`src/rtl/wn_phase_comp_sched_pkg.sv`:
```
// ----------------------------------------------------------------------------
// wn_phase_comp_sched_pkg
// Shared types and default sizes for the two-channel phase-compensation
// scheduler: FSM state encoding, channel tag type, default widths/depth.
// ----------------------------------------------------------------------------
package wn_phase_comp_sched_pkg;

  localparam int unsigned DATA_W_DEF    = 32;  // imag[31:16], real[15:0]
  localparam int unsigned SLOT_W_DEF    = 8;
  localparam int unsigned TAG_DEPTH_DEF = 4;   // power of 2, >= 2

  typedef enum logic [1:0] {
    IDLE = 2'd0,
    SLOT = 2'd1,
    DATA = 2'd2
  } sched_state_e;

  // Channel tag carried through the datapath: 0 = channel 0, 1 = channel 1.
  typedef logic chan_t;

endpackage

```
`src/rtl/wn_phase_comp_tag_fifo.sv`:
```
// ----------------------------------------------------------------------------
// wn_phase_comp_tag_fifo
// Synchronous FIFO of channel tags, one entry per packet in flight inside the
// shared datapath. Full/empty come from an occupancy counter so that a
// simultaneous push and pop leaves occupancy unchanged.
//
// Ports:
//   clock, reset_n   clock / asynchronous active-low reset (FIFO cleared)
//   push, push_tag   enqueue a tag (ignored when full)
//   pop              dequeue the head tag (ignored when empty)
//   head_tag         tag at the head of the FIFO (valid when !empty)
//   full, empty      occupancy flags
// ----------------------------------------------------------------------------
module wn_phase_comp_tag_fifo
  import wn_phase_comp_sched_pkg::*;
#(
  parameter int unsigned DEPTH = TAG_DEPTH_DEF
) (
  input  logic  clock,
  input  logic  reset_n,
  input  logic  push,
  input  chan_t push_tag,
  input  logic  pop,
  output chan_t head_tag,
  output logic  full,
  output logic  empty
);

  localparam int unsigned PTR_W = $clog2(DEPTH);
  localparam int unsigned CNT_W = PTR_W + 1;

  chan_t            mem [DEPTH];
  logic [PTR_W-1:0] wr_ptr;
  logic [PTR_W-1:0] rd_ptr;
  logic [CNT_W-1:0] count;
  logic             do_push;
  logic             do_pop;

  assign full     = (count == CNT_W'(DEPTH));
  assign empty    = (count == '0);
  assign do_push  = push && !full;
  assign do_pop   = pop && !empty;
  assign head_tag = mem[rd_ptr];

  // NOTE: storage is deliberately left out of the reset; an entry is only
  // ever read after it has been written, so clearing it buys nothing.
  always_ff @(posedge clock) begin
    if (do_push) mem[wr_ptr] <= push_tag;
  end

  // NOTE: sequential state uses non-blocking assignments so every register
  // samples pre-edge values regardless of block ordering.
  always_ff @(posedge clock or negedge reset_n) begin
    if (!reset_n) begin
      wr_ptr <= '0;
      rd_ptr <= '0;
      count  <= '0;
    end else begin
      if (do_push) wr_ptr <= wr_ptr + 1'b1;
      if (do_pop)  rd_ptr <= rd_ptr + 1'b1;
      case ({do_push, do_pop})
        2'b10:   count <= count + CNT_W'(1);
        2'b01:   count <= count - CNT_W'(1);
        default: count <= count;
      endcase
    end
  end

endmodule

```
`src/rtl/wn_phase_comp_scheduler.sv`:
```
// ----------------------------------------------------------------------------
// wn_phase_comp_scheduler
// Shares one phase-compensation datapath between two antenna streams.
// Round-robin arbitration per symbol packet: the granted channel's slot number
// is forwarded, then its samples pass straight through (zero latency) until
// tlast. A tag FIFO remembers the owner of each packet in flight so the
// datapath's output packets are steered back to the right channel.
//
// Optional feature (macro PHC_SCHED_PKT_CNT_EN): adds pkt_cnt_0/pkt_cnt_1
// (output packets per channel) and drop_cnt (spurious datapath outputs).
//
// Ports:
//   clock, reset_n                  clock / async active-low reset
//   slot_num_in_N_*                 per-channel slot number stream (N = 0, 1)
//   data_in_N_*                     per-channel input samples
//   dp_slot_*                       slot number to the datapath
//   dp_in_*                         samples to the datapath
//   dp_out_*                        compensated samples from the datapath
//   data_out_N_*                    per-channel output samples
//   grant_ch                        channel owning the input side
//   busy                            FSM not IDLE or packets in flight
//   tag_err                         sticky: datapath output with no tag
// ----------------------------------------------------------------------------
module wn_phase_comp_scheduler
  import wn_phase_comp_sched_pkg::*;
#(
  parameter int unsigned DATA_W    = DATA_W_DEF,
  parameter int unsigned SLOT_W    = SLOT_W_DEF,
  parameter int unsigned TAG_DEPTH = TAG_DEPTH_DEF
) (
  input  logic              clock,
  input  logic              reset_n,
  input  logic [SLOT_W-1:0] slot_num_in_0_tdata,
  input  logic              slot_num_in_0_tvalid,
  output logic              slot_num_in_0_tready,
  input  logic [DATA_W-1:0] data_in_0_tdata,
  input  logic              data_in_0_tlast,
  input  logic              data_in_0_tvalid,
  output logic              data_in_0_tready,
  input  logic [SLOT_W-1:0] slot_num_in_1_tdata,
  input  logic              slot_num_in_1_tvalid,
  output logic              slot_num_in_1_tready,
  input  logic [DATA_W-1:0] data_in_1_tdata,
  input  logic              data_in_1_tlast,
  input  logic              data_in_1_tvalid,
  output logic              data_in_1_tready,
  output logic [SLOT_W-1:0] dp_slot_tdata,
  output logic              dp_slot_tvalid,
  input  logic              dp_slot_tready,
  output logic [DATA_W-1:0] dp_in_tdata,
  output logic              dp_in_tlast,
  output logic              dp_in_tvalid,
  input  logic              dp_in_tready,
  input  logic [DATA_W-1:0] dp_out_tdata,
  input  logic              dp_out_tlast,
  input  logic              dp_out_tvalid,
  output logic              dp_out_tready,
  output logic [DATA_W-1:0] data_out_0_tdata,
  output logic              data_out_0_tlast,
  output logic              data_out_0_tvalid,
  input  logic              data_out_0_tready,
  output logic [DATA_W-1:0] data_out_1_tdata,
  output logic              data_out_1_tlast,
  output logic              data_out_1_tvalid,
  input  logic              data_out_1_tready,
  output chan_t             grant_ch,
  output logic              busy,
  output logic              tag_err
`ifdef PHC_SCHED_PKT_CNT_EN
  ,
  output logic [15:0]       pkt_cnt_0,
  output logic [15:0]       pkt_cnt_1,
  output logic [15:0]       drop_cnt
`endif
);

  sched_state_e state;
  chan_t        last_grant;
  chan_t        next_grant;
  logic         any_req;

  logic [SLOT_W-1:0] g_slot_tdata;
  logic              g_slot_tvalid;
  logic [DATA_W-1:0] g_data_tdata;
  logic              g_data_tlast;
  logic              g_data_tvalid;

  logic  slot_hs;
  logic  data_last_hs;
  logic  tag_pop;
  logic  tag_err_set;
  chan_t head_tag;
  logic  fifo_full;
  logic  fifo_empty;

  // --------------------------------------------------------------------------
  // Arbitration: on a tie the channel that did not own the last packet wins.
  // --------------------------------------------------------------------------
  assign any_req    = slot_num_in_0_tvalid || slot_num_in_1_tvalid;
  assign next_grant = (slot_num_in_0_tvalid && slot_num_in_1_tvalid) ? ~last_grant
                                                                     : slot_num_in_1_tvalid;

  // Granted-channel views of the input streams.
  assign g_slot_tdata  = grant_ch ? slot_num_in_1_tdata  : slot_num_in_0_tdata;
  assign g_slot_tvalid = grant_ch ? slot_num_in_1_tvalid : slot_num_in_0_tvalid;
  assign g_data_tdata  = grant_ch ? data_in_1_tdata      : data_in_0_tdata;
  assign g_data_tlast  = grant_ch ? data_in_1_tlast      : data_in_0_tlast;
  assign g_data_tvalid = grant_ch ? data_in_1_tvalid     : data_in_0_tvalid;

  assign slot_hs      = (state == SLOT) && g_slot_tvalid && dp_slot_tready;
  assign data_last_hs = (state == DATA) && g_data_tvalid && g_data_tlast && dp_in_tready;

  // --------------------------------------------------------------------------
  // Input-side steering. Everything is gated by state so that reset (which
  // forces IDLE asynchronously) drops every valid/ready at once.
  // --------------------------------------------------------------------------
  // NOTE: every output of this block gets a default first so no path through
  // it leaves a signal unassigned, which would otherwise infer a latch.
  always_comb begin
    dp_slot_tdata        = '0;
    dp_slot_tvalid       = 1'b0;
    slot_num_in_0_tready = 1'b0;
    slot_num_in_1_tready = 1'b0;
    dp_in_tdata          = '0;
    dp_in_tlast          = 1'b0;
    dp_in_tvalid         = 1'b0;
    data_in_0_tready     = 1'b0;
    data_in_1_tready     = 1'b0;
    if (state == SLOT) begin
      dp_slot_tdata  = g_slot_tdata;
      dp_slot_tvalid = g_slot_tvalid;
      if (grant_ch) slot_num_in_1_tready = dp_slot_tready;
      else          slot_num_in_0_tready = dp_slot_tready;
    end
    if (state == DATA) begin
      dp_in_tdata  = g_data_tdata;
      dp_in_tlast  = g_data_tlast;
      dp_in_tvalid = g_data_tvalid;
      if (grant_ch) data_in_1_tready = dp_in_tready;
      else          data_in_0_tready = dp_in_tready;
    end
  end

  // --------------------------------------------------------------------------
  // Scheduler FSM. A grant is only issued when the tag FIFO has room, so the
  // push on the later slot handshake can never overflow it.
  // --------------------------------------------------------------------------
  always_ff @(posedge clock or negedge reset_n) begin
    if (!reset_n) begin
      state      <= IDLE;
      grant_ch   <= 1'b0;
      last_grant <= 1'b1;
    end else begin
      case (state)
        IDLE: begin
          if (any_req && !fifo_full) begin
            grant_ch <= next_grant;
            state    <= SLOT;
          end
        end
        SLOT: begin
          if (slot_hs) state <= DATA;
        end
        DATA: begin
          if (data_last_hs) begin
            last_grant <= grant_ch;
            state      <= IDLE;
          end
        end
        default: state <= IDLE;
      endcase
    end
  end

  // --------------------------------------------------------------------------
  // Tag FIFO: one entry per packet between slot handshake and output tlast.
  // --------------------------------------------------------------------------
  wn_phase_comp_tag_fifo #(
    .DEPTH (TAG_DEPTH)
  ) u_tag_fifo (
    .clock    (clock),
    .reset_n  (reset_n),
    .push     (slot_hs),
    .push_tag (grant_ch),
    .pop      (tag_pop),
    .head_tag (head_tag),
    .full     (fifo_full),
    .empty    (fifo_empty)
  );

  // --------------------------------------------------------------------------
  // Return path: the head tag picks the destination channel. With no tag the
  // datapath output is refused and flagged.
  // --------------------------------------------------------------------------
  always_comb begin
    dp_out_tready     = 1'b0;
    data_out_0_tdata  = '0;
    data_out_0_tlast  = 1'b0;
    data_out_0_tvalid = 1'b0;
    data_out_1_tdata  = '0;
    data_out_1_tlast  = 1'b0;
    data_out_1_tvalid = 1'b0;
    if (!fifo_empty) begin
      if (head_tag) begin
        data_out_1_tdata  = dp_out_tdata;
        data_out_1_tlast  = dp_out_tlast;
        data_out_1_tvalid = dp_out_tvalid;
        dp_out_tready     = data_out_1_tready;
      end else begin
        data_out_0_tdata  = dp_out_tdata;
        data_out_0_tlast  = dp_out_tlast;
        data_out_0_tvalid = dp_out_tvalid;
        dp_out_tready     = data_out_0_tready;
      end
    end
  end

  assign tag_pop     = dp_out_tvalid && dp_out_tready && dp_out_tlast;
  assign tag_err_set = fifo_empty && dp_out_tvalid;
  assign busy        = (state != IDLE) || !fifo_empty;

  always_ff @(posedge clock or negedge reset_n) begin
    if (!reset_n)         tag_err <= 1'b0;
    else if (tag_err_set) tag_err <= 1'b1;
  end

`ifdef PHC_SCHED_PKT_CNT_EN
  // Output packet counters (wrap naturally at 16 bits) and a count of
  // rising edges of tag_err.
  logic out0_last_hs;
  logic out1_last_hs;

  assign out0_last_hs = data_out_0_tvalid && data_out_0_tready && data_out_0_tlast;
  assign out1_last_hs = data_out_1_tvalid && data_out_1_tready && data_out_1_tlast;

  always_ff @(posedge clock or negedge reset_n) begin
    if (!reset_n) begin
      pkt_cnt_0 <= '0;
      pkt_cnt_1 <= '0;
      drop_cnt  <= '0;
    end else begin
      if (out0_last_hs)             pkt_cnt_0 <= pkt_cnt_0 + 16'd1;
      if (out1_last_hs)             pkt_cnt_1 <= pkt_cnt_1 + 16'd1;
      if (tag_err_set && !tag_err)  drop_cnt  <= drop_cnt + 16'd1;
    end
  end
`endif

endmodule

```
`config.mk`:
```
export PLATFORM = sky130hd
export DESIGN_NAME = wn_phase_comp_scheduler
export DESIGN_NICKNAME = d
export VERILOG_FILES = /design/src/rtl/wn_phase_comp_sched_pkg.sv /design/src/rtl/wn_phase_comp_tag_fifo.sv /design/src/rtl/wn_phase_comp_scheduler.sv
export SDC_FILE = /design/constraint.sdc
export NUM_CORES = 1
export LEC_CHECK = 0
export CAP_MARGIN = 20
export CORE_AREA = 4 4 93 95
export CTS_CLUSTER_DIAMETER = 40
export DETAILED_ROUTE_END_ITERATION = 10
export DIE_AREA = 0 0 97 99
export DONT_BUFFER_PORTS = 1
export GPL_TIMING_DRIVEN = 0
export PLACE_DENSITY = 0.39
export SLEW_MARGIN = 15
export SYNTH_ARGS = -nofsm -noshare
export SYNTH_HDL_FRONTEND = slang
export SYNTH_SLANG_ARGS = --single-unit
```
`constraint.sdc`:
```
create_clock -name clock -period 3.51 [get_ports clock]
set_input_delay 0.702 -clock clock [delete_from_list [all_inputs] [get_ports clock]]
set_output_delay 0.702 -clock clock [all_outputs]
set_load 0.05 [all_outputs]
```
==> impl_metrics.xml, run 1 <==
<?xml version="1.0" encoding="UTF-8"?>
<metrics>
  <group name="run_status">
    <metric name="status" unit="">complete, no violations</metric>
  </group>
  <group name="synth">
    <metric name="synth.largest_area_cell" unit="">mux2i_1</metric>
    <metric name="yosysMostFrequentCell" unit="">nor2_1</metric>
    <metric name="postSynthAreaPerCell" unit="um2">7.01</metric>
    <metric name="yosysSeqAreaShare" unit="%">20.9</metric>
    <metric name="ys_top_cells_by_area" unit="">mux2i_1 23%, nor2_1 22%, dfrtp_1 14%, nand2_1 7.1%, edfxtp_1 6.0%</metric>
    <metric name="synth.ff_latch_count" unit="">16</metric>
    <metric name="gate_count_after_technology_mapping" unit="">287</metric>
    <metric name="async_flop_share" unit="%">75.0</metric>
    <metric name="syn_nets" unit="">419</metric>
    <metric name="synth_top_area_share" unit="%">23.4</metric>
    <metric name="leading_post_synthesis_cells_by_instance_count" unit="">116 x nor2_1, 47 x mux2i_1, 38 x nand2_1</metric>
    <metric name="yosys_warnings" unit="">0</metric>
    <metric name="synth_cell_types" unit="">37</metric>
    <metric name="synth_ff_type" unit="">dfrtp_1</metric>
    <metric name="synthesis.area" unit="um2">2010</metric>
    <metric name="edff_count_synth" unit="">4</metric>
  </group>
  <group name="clock_tree">
    <metric name="clk_root_buffer_cell" unit="">clkbuf_8</metric>
    <metric name="worst_path_clk_slew" unit="ns">0.07</metric>
    <metric name="postCtsSetupBuffers" unit="">0</metric>
    <metric name="numCtsBuffers" unit="">3</metric>
    <metric name="clk_latency" unit="ns">0.25</metric>
    <metric name="ctsLongestPathBuffers" unit="">2</metric>
    <metric name="tritoncts_clock_tree" unit="">built</metric>
    <metric name="cts-htree-levels" unit="">1</metric>
    <metric name="clock-sinks" unit="">16</metric>
  </group>
  <group name="layout">
    <metric name="num-nets-final" unit="">424</metric>
    <metric name="post-route-util" unit="%">28.8</metric>
    <metric name="final_layout_size_suffix_gt1_share" unit="%">13.1</metric>
    <metric name="antenna_cells" unit="">0</metric>
    <metric name="layout-area-overhead-vs-synth" unit="%">10.6</metric>
  </group>
  <group name="timing">
    <metric name="layout_worst_path_cycle_share" unit="%">96.2</metric>
    <metric name="maxSlewViolCount" unit="">0</metric>
    <metric name="finalSetupViolCount" unit="">0</metric>
    <metric name="finalWorstPathRequiredPeriod" unit="ns">3.38</metric>
    <metric name="maxSlewHeadroom" unit="%">35.5</metric>
    <metric name="rsz_0062_raised_after_global_routing" unit="">no</metric>
    <metric name="fin_skew" unit="ns">0.00654</metric>
    <metric name="fmaxAchievable" unit="MHz">296</metric>
    <metric name="worst_slew_pin_slew" unit="ns">0.964</metric>
    <metric name="finalHoldViolCount" unit="">0</metric>
    <metric name="timing.setup.tns" unit="ns">0</metric>
  </group>
  <group name="floorplanning">
    <metric name="core_area" unit="um2">7730</metric>
    <metric name="die_width" unit="um">97</metric>
    <metric name="die_y" unit="um">99</metric>
    <metric name="io_pins" unit="">245</metric>
    <metric name="initial_utilization" unit="%">26.1</metric>
    <metric name="die-area" unit="um2">9600</metric>
    <metric name="fp-row-count" unit="">32</metric>
  </group>
  <group name="placed_design">
    <metric name="place_congestion" unit="">0.827</metric>
    <metric name="io_buffer_count" unit="">0</metric>
    <metric name="place_hpwl" unit="mm">6.60</metric>
  </group>
  <group name="drt">
    <metric name="avgRoutedWirePerCell" unit="um">19.4</metric>
    <metric name="drt_iter0_drc" unit="">37</metric>
    <metric name="vias_per_cell" unit="">5.09</metric>
    <metric name="drt_first_pass_iters" unit="">5</metric>
    <metric name="ant_nets" unit="">0</metric>
    <metric name="drcViolationCount" unit="">0</metric>
    <metric name="via_count" unit="">2002</metric>
    <metric name="drt-total-wl" unit="mm">7.63</metric>
  </group>
  <group name="power">
    <metric name="switching_share" unit="%">73.8</metric>
    <metric name="pwr-share-comb" unit="%">83.7</metric>
    <metric name="internal_power" unit="mW">0.882</metric>
    <metric name="leakage" unit="nW">1.07</metric>
    <metric name="max-vdd-ir-drop" unit="mV">0.307</metric>
    <metric name="power_frac_seq" unit="%">11.4</metric>
    <metric name="share_clk_of_total_power" unit="%">4.9</metric>
    <metric name="power_switching" unit="mW">2.49</metric>
    <metric name="power.density" unit="nW/um2">1520</metric>
  </group>
  <group name="critical_path">
    <metric name="cpMostUsedCell" unit="">buf_2</metric>
    <metric name="crit_path_end_kind" unit="">primary output</metric>
    <metric name="worstSetupStartpoint" unit="">grant_ch</metric>
    <metric name="regToRegSetupSlack" unit="ns">0.68</metric>
    <metric name="cp_slowest_stage_delay" unit="ns">0.73</metric>
    <metric name="cp-start-kind" unit="">flip-flop</metric>
    <metric name="crit_fanout" unit="">10</metric>
    <metric name="rr_startpoint" unit="">grant_ch</metric>
    <metric name="critical_path.n_buffers_inverters" unit="">3</metric>
    <metric name="critical_path_required" unit="ns">2.81</metric>
    <metric name="slowest_library_cell_on_the_worst_path" unit="">dfrtp_1</metric>
    <metric name="critical_path_class" unit="">flip-flop to primary output</metric>
    <metric name="r2r_cells" unit="">10</metric>
    <metric name="reg2reg_to" unit="">u_tag_fifo.count[2]</metric>
    <metric name="path_cells" unit="">buf_4 &gt; buf_2 &gt; buf_2 &gt; mux2i_1 &gt; nor2_1</metric>
    <metric name="arrival" unit="ns">2.68</metric>
    <metric name="timing.critical_path.max_delay_family" unit="">buffers and inverters</metric>
  </group>
  <group name="global_routing">
    <metric name="first_pass_grt_wire_length" unit="mm">10.9</metric>
    <metric name="vias_in_the_first_global_route" unit="">1964</metric>
    <metric name="globalRouteTotalUtil" unit="%">13.9</metric>
    <metric name="grt_start_max_net_pins" unit="">13</metric>
    <metric name="grt_antenna_before_repair" unit="">0</metric>
    <metric name="globalRoute.totalOverflow" unit="">0</metric>
  </group>
  <group name="job">
    <metric name="max_cap_viol_count" unit="">0</metric>
  </group>
  <group name="worst_hold_path">
    <metric name="min-delay-path-class" unit="">input port to asynchronous set/reset pin</metric>
  </group>
</metrics>
==> cells by family (layout without fill, tap and decap cells) <==
logic type | count (synthesis) | count (layout) | share of synthesized area, %
simple gates | 173 | 173 | 35.2
mux | 53 | 53 | 27.4
buf+inv | 24 | 28 | 6.34
flops | 16 | 16 | 20.9
compound gates | 10 | 10 | 3.79
fa+ha+maj | 6 | 6 | 4.10
xor+xnor | 5 | 5 | 2.18
==> state kept, by name, indices dropped and copies added (netlist names) <==
signal             count
grant_ch               1
last_grant             1
state                  2
tag_err                1
u_tag_fifo.count       3
u_tag_fifo.mem         4
u_tag_fifo.rd_ptr      2
u_tag_fifo.wr_ptr      2
==> repair_timing <==
action	CTS	global route
gates resized for setup	0	10
hold buffers	0	0
endpoints found under the hold margin	0	0
setup endpoints to repair	0	10
==> area by class of cell <==
class / instances / area, um2
Tap cell: 102 / 128
Sequential cell: 16 / 422
Buffer: 21 / 116
Fill cell: 857 / 5500
Multi-Input combinational cell: 247 / 1490
Inverter: 3 / 11.3
Clock buffer: 4 / 55.1
==> cell usage in the layout, fill, tap and decap left out, types with 2 or more instances in the layout <==
cell type / count
xor2_1: 2
xnor2_1: 3
nand2_1: 38
nand2b_1: 2
mux2_2: 3
buf_2: 9
nor2_2: 10
mux2i_1: 47
dfrtp_1: 11
ha_1: 5
inv_1: 3
and2_1: 4
edfxtp_1: 4
nand3_1: 3
buf_6: 3
clkbuf_1: 8
clkbuf_8: 4
o21ai_0: 4
or3_1: 2
nor2_1: 106
nor3b_2: 3
==> per-stage QoR <==
step	hold WS [ns]	total power [mW]	worst slack, ns	area (um2)	instances
after CTS	0.130	3.38	0.0383	2200	393
after global routing	0.116	3.57	0.000133	2230	393
after detailed placement	0.407	3.21	0.327	2150	389
final	0.138	3.37	0.133	2230	393
after floorplan	0.406	2.93	0.440	2010	287
after global placement	0.407	3.21	0.219	2140	389
==> worst max-delay path by stage <==
stage / cells past startpoint / slack [ns] / to
CTS: 5 / 0.04 / dp_slot_tdata[5]
global route: 5 / 0.0001 / dp_in_tdata[9]
global placement: 4 / 0.22 / slot_num_in_0_tready
detailed placement: 5 / 0.33 / dp_slot_tdata[5]
floorplan: 4 / 0.44 / slot_num_in_0_tready
finish: 5 / 0.13 / dp_in_tdata[1]
==> routing by layer <==
metal  track usage, %  vias to the layer above  share of wire, %
li1                 -                      936                 -
met1             16.5                      928                39
met2             25.6                      134                52
met3             3.04                        4               8.1
met4             3.35                        0              0.71
met5                0                        -                 0
==> power groups by stage <==
stage	Clock, mW	Combinational, mW	Sequential [mW]
5_1_grt	0.184	2.99	0.399
3_5_place_dp	0	2.82	0.392
2_1_floorplan	0	2.56	0.367
6_report	0.165	2.82	0.385
4_1_cts	0.172	2.82	0.388
3_3_place_gp	0	2.82	0.391
Note: power is estimated with default switching activity, not from simulation.
==> run 2, diff against run 1 <==
--- a/config.mk
+++ b/config.mk
@@ -5,6 +5,7 @@
 export SDC_FILE = /design/constraint.sdc
 export NUM_CORES = 1
 export LEC_CHECK = 0
+export ABC_CLOCK_PERIOD_IN_PS = 3510
 export CAP_MARGIN = 20
 export CORE_AREA = 4 4 93 95
 export CTS_CLUSTER_DIAMETER = 40
@@ -12,6 +13,7 @@
 export DIE_AREA = 0 0 97 99
 export DONT_BUFFER_PORTS = 1
 export GPL_TIMING_DRIVEN = 0
+export MAX_ROUTING_LAYER = met4
 export PLACE_DENSITY = 0.39
 export SLEW_MARGIN = 15
 export SYNTH_ARGS = -nofsm -noshare
==> impl_metrics.xml, run 2 (synthesis results as in run 1) <==
<?xml version="1.0" encoding="UTF-8"?>
<metrics>
  <group name="run_status">
    <metric name="status" unit="">complete, no violations</metric>
  </group>
  <group name="layout">
    <metric name="register_bank_with_the_most_flops" unit="">u_tag_fifo.mem</metric>
    <metric name="antenna_cells" unit="">0</metric>
    <metric name="largest_register_ff_count" unit="">4</metric>
    <metric name="most_frequent_standard_cell_in_the_layout_excluding_fill_and_tap_cells" unit="">nor2_1</metric>
    <metric name="reg_top3" unit="">u_tag_fifo.mem (4), u_tag_fifo.count (3)</metric>
    <metric name="post-route-util" unit="%">28.8</metric>
    <metric name="num-nets-final" unit="">424</metric>
    <metric name="most-common-layout-cells" unit="">106 x nor2_1, 47 x mux2i_1, 38 x nand2_1</metric>
    <metric name="layout-area-overhead-vs-synth" unit="%">10.6</metric>
    <metric name="final_layout_size_suffix_gt1_share" unit="%">13.1</metric>
    <metric name="fillerInstances" unit="">857</metric>
    <metric name="finalNonFillerCells" unit="">393</metric>
  </group>
  <group name="drt">
    <metric name="ant_nets" unit="">0</metric>
    <metric name="vias_per_cell" unit="">5.10</metric>
    <metric name="drt_iter0_drc" unit="">36</metric>
    <metric name="drt-total-wl" unit="mm">7.65</metric>
    <metric name="drcViolationCount" unit="">0</metric>
    <metric name="drt_first_pass_iters" unit="">5</metric>
    <metric name="avgRoutedWirePerCell" unit="um">19.5</metric>
    <metric name="via_count" unit="">2003</metric>
  </group>
  <group name="floorplanning">
    <metric name="die_width" unit="um">97</metric>
    <metric name="die-area" unit="um2">9600</metric>
    <metric name="initial_utilization" unit="%">26.1</metric>
    <metric name="io_pins" unit="">245</metric>
    <metric name="core_area" unit="um2">7730</metric>
    <metric name="fp-row-count" unit="">32</metric>
    <metric name="die_y" unit="um">99</metric>
  </group>
  <group name="timing">
    <metric name="maxSlewHeadroom" unit="%">35.5</metric>
    <metric name="worst_slew_pin_slew" unit="ns">0.964</metric>
    <metric name="rsz_0062_raised_after_global_routing" unit="">no</metric>
    <metric name="worst_hold_slack" unit="ns">0.134</metric>
    <metric name="fmaxAchievable" unit="MHz">296</metric>
    <metric name="layout_worst_path_cycle_share" unit="%">96.4</metric>
    <metric name="fin_skew" unit="ns">0.00965</metric>
    <metric name="finalWorstPathRequiredPeriod" unit="ns">3.38</metric>
    <metric name="timing.setup.tns" unit="ns">0</metric>
    <metric name="finalHoldViolCount" unit="">0</metric>
    <metric name="finalSetupViolCount" unit="">0</metric>
    <metric name="fin_ws" unit="ns">0.127</metric>
    <metric name="maxSlewViolCount" unit="">0</metric>
  </group>
  <group name="critical_path">
    <metric name="crit_path_end_kind" unit="">primary output</metric>
    <metric name="slowest_library_cell_on_the_worst_path" unit="">dfrtp_1</metric>
    <metric name="crit_fanout" unit="">10</metric>
    <metric name="path_cells" unit="">buf_4 &gt; buf_2 &gt; buf_2 &gt; mux2i_1 &gt; nor2_1</metric>
    <metric name="cpMostUsedCell" unit="">buf_2</metric>
    <metric name="critical_path_required" unit="ns">2.81</metric>
    <metric name="r2r_cells" unit="">10</metric>
    <metric name="critical_path_class" unit="">flip-flop to primary output</metric>
    <metric name="cp-start-kind" unit="">flip-flop</metric>
    <metric name="cp_slowest_stage_delay" unit="ns">0.73</metric>
    <metric name="arrival" unit="ns">2.68</metric>
  </group>
  <group name="global_routing">
    <metric name="globalRouteTotalUtil" unit="%">14.3</metric>
    <metric name="grt_start_max_net_pins" unit="">13</metric>
    <metric name="globalRoute.totalOverflow" unit="">0</metric>
    <metric name="vias_in_the_first_global_route" unit="">1968</metric>
    <metric name="globalRoute.busiestLayer" unit="">met2</metric>
    <metric name="first_pass_grt_wire_length" unit="mm">10.9</metric>
    <metric name="met3_usage" unit="%">2.69</metric>
    <metric name="grt_antenna_before_repair" unit="">0</metric>
    <metric name="grtUsageMet1" unit="%">16.6</metric>
    <metric name="grt_use_met2" unit="%">25.6</metric>
  </group>
  <group name="placed_design">
    <metric name="place_worst_setup_slack" unit="ns">0.327</metric>
    <metric name="place_hpwl" unit="mm">6.60</metric>
    <metric name="io_buffer_count" unit="">0</metric>
    <metric name="placedCellCount" unit="">389</metric>
    <metric name="place_congestion" unit="">0.839</metric>
  </group>
  <group name="clock_tree">
    <metric name="tritoncts_clock_tree" unit="">built</metric>
    <metric name="clk_latency" unit="ns">0.25</metric>
    <metric name="clock-sinks" unit="">16</metric>
    <metric name="worst_path_clk_slew" unit="ns">0.07</metric>
    <metric name="numCtsBuffers" unit="">3</metric>
    <metric name="postCtsSetupBuffers" unit="">0</metric>
    <metric name="cts-htree-levels" unit="">1</metric>
    <metric name="clk_root_buffer_cell" unit="">clkbuf_8</metric>
    <metric name="ctsLongestPathBuffers" unit="">2</metric>
  </group>
  <group name="job">
    <metric name="max_cap_viol_count" unit="">0</metric>
  </group>
  <group name="power">
    <metric name="power.density" unit="nW/um2">1520</metric>
    <metric name="max-vdd-ir-drop" unit="mV">0.307</metric>
    <metric name="leakage" unit="nW">1.07</metric>
  </group>
  <group name="worst_hold_path">
    <metric name="min-delay-path-class" unit="">input port to asynchronous set/reset pin</metric>
  </group>
</metrics>
-- run 2: worst paths after layout --
check | start | endpoint | slack (ns)
max in group asynchronous | reset_n | last_grant | 3.21
max reg2reg | grant_ch | u_tag_fifo.count[2] | 0.69
max | grant_ch | dp_in_tdata[1] | 0.13
min in group clock | u_tag_fifo.rd_ptr[1] | u_tag_fifo.rd_ptr[1] | 0.55
min reg2reg | u_tag_fifo.rd_ptr[1] | u_tag_fifo.rd_ptr[1] | 0.55
min | reset_n | u_tag_fifo.wr_ptr[0] | 0.13
-- run 2: area by class of cell --
class | count | area, um2 | share of cell area (%)
plain buffers | 21 | 116 | 5.23
clock buffers | 4 | 55.1 | 2.47
inverters | 3 | 11.3 | 0.506
multi-input cells | 247 | 1490 | 67.1
flip-flops and latches | 16 | 422 | 18.9
well taps | 102 | 128 | 5.73
-- run 2: repair_timing --
| action | CTS | global route |
|---|---|---|
| hold buffers | 0 | 0 |
| hold endpoints to repair | 0 | 0 |
| endpoints found under the setup margin | 0 | 10 |
| resized for setup | 0 | 10 |
-- run 2: metal layers --
layer	vias up	part of all wire [%]
li1	936	-
met1	924	39
met5	-	0
met2	139	52
met4	0	0.71
met3	4	8.1
-- run 2: metrics by stage --
| step | total power, mW | cell area (um2) |
|---|---|---|
| after floorplan | 2.93 | 2010 |
| after global placement | 3.21 | 2140 |
| after detailed placement | 3.21 | 2150 |
| after CTS | 3.38 | 2200 |
| after global routing | 3.57 | 2230 |
| final | 3.37 | 2230 |
-- run 2: power breakdown --
group          total, mW  switching, mW  internal (mW)
sequential         0.385          0.111          0.273
clock              0.167         0.0672         0.0996
combinational       2.82           2.31          0.509
total               3.37           2.49          0.882
-- run 2: worst max-delay path, delay by kind of cell (launching register included) --
kind          cells  cell delay (ns)
buf+inv           3             0.87
flops             1             0.73
mux               1             0.12
simple gates      1             0.69
==> run 3, diff against run 2 <==
--- a/config.mk
+++ b/config.mk
@@ -15,7 +15,7 @@
 export GPL_TIMING_DRIVEN = 0
 export MAX_ROUTING_LAYER = met4
 export PLACE_DENSITY = 0.39
-export SLEW_MARGIN = 15
+export SLEW_MARGIN = 20
 export SYNTH_ARGS = -nofsm -noshare
 export SYNTH_HDL_FRONTEND = slang
 export SYNTH_SLANG_ARGS = --single-unit
==> results of run 3 <==
Same layout as run 2: the final DEF is identical, and so are final timing and power.
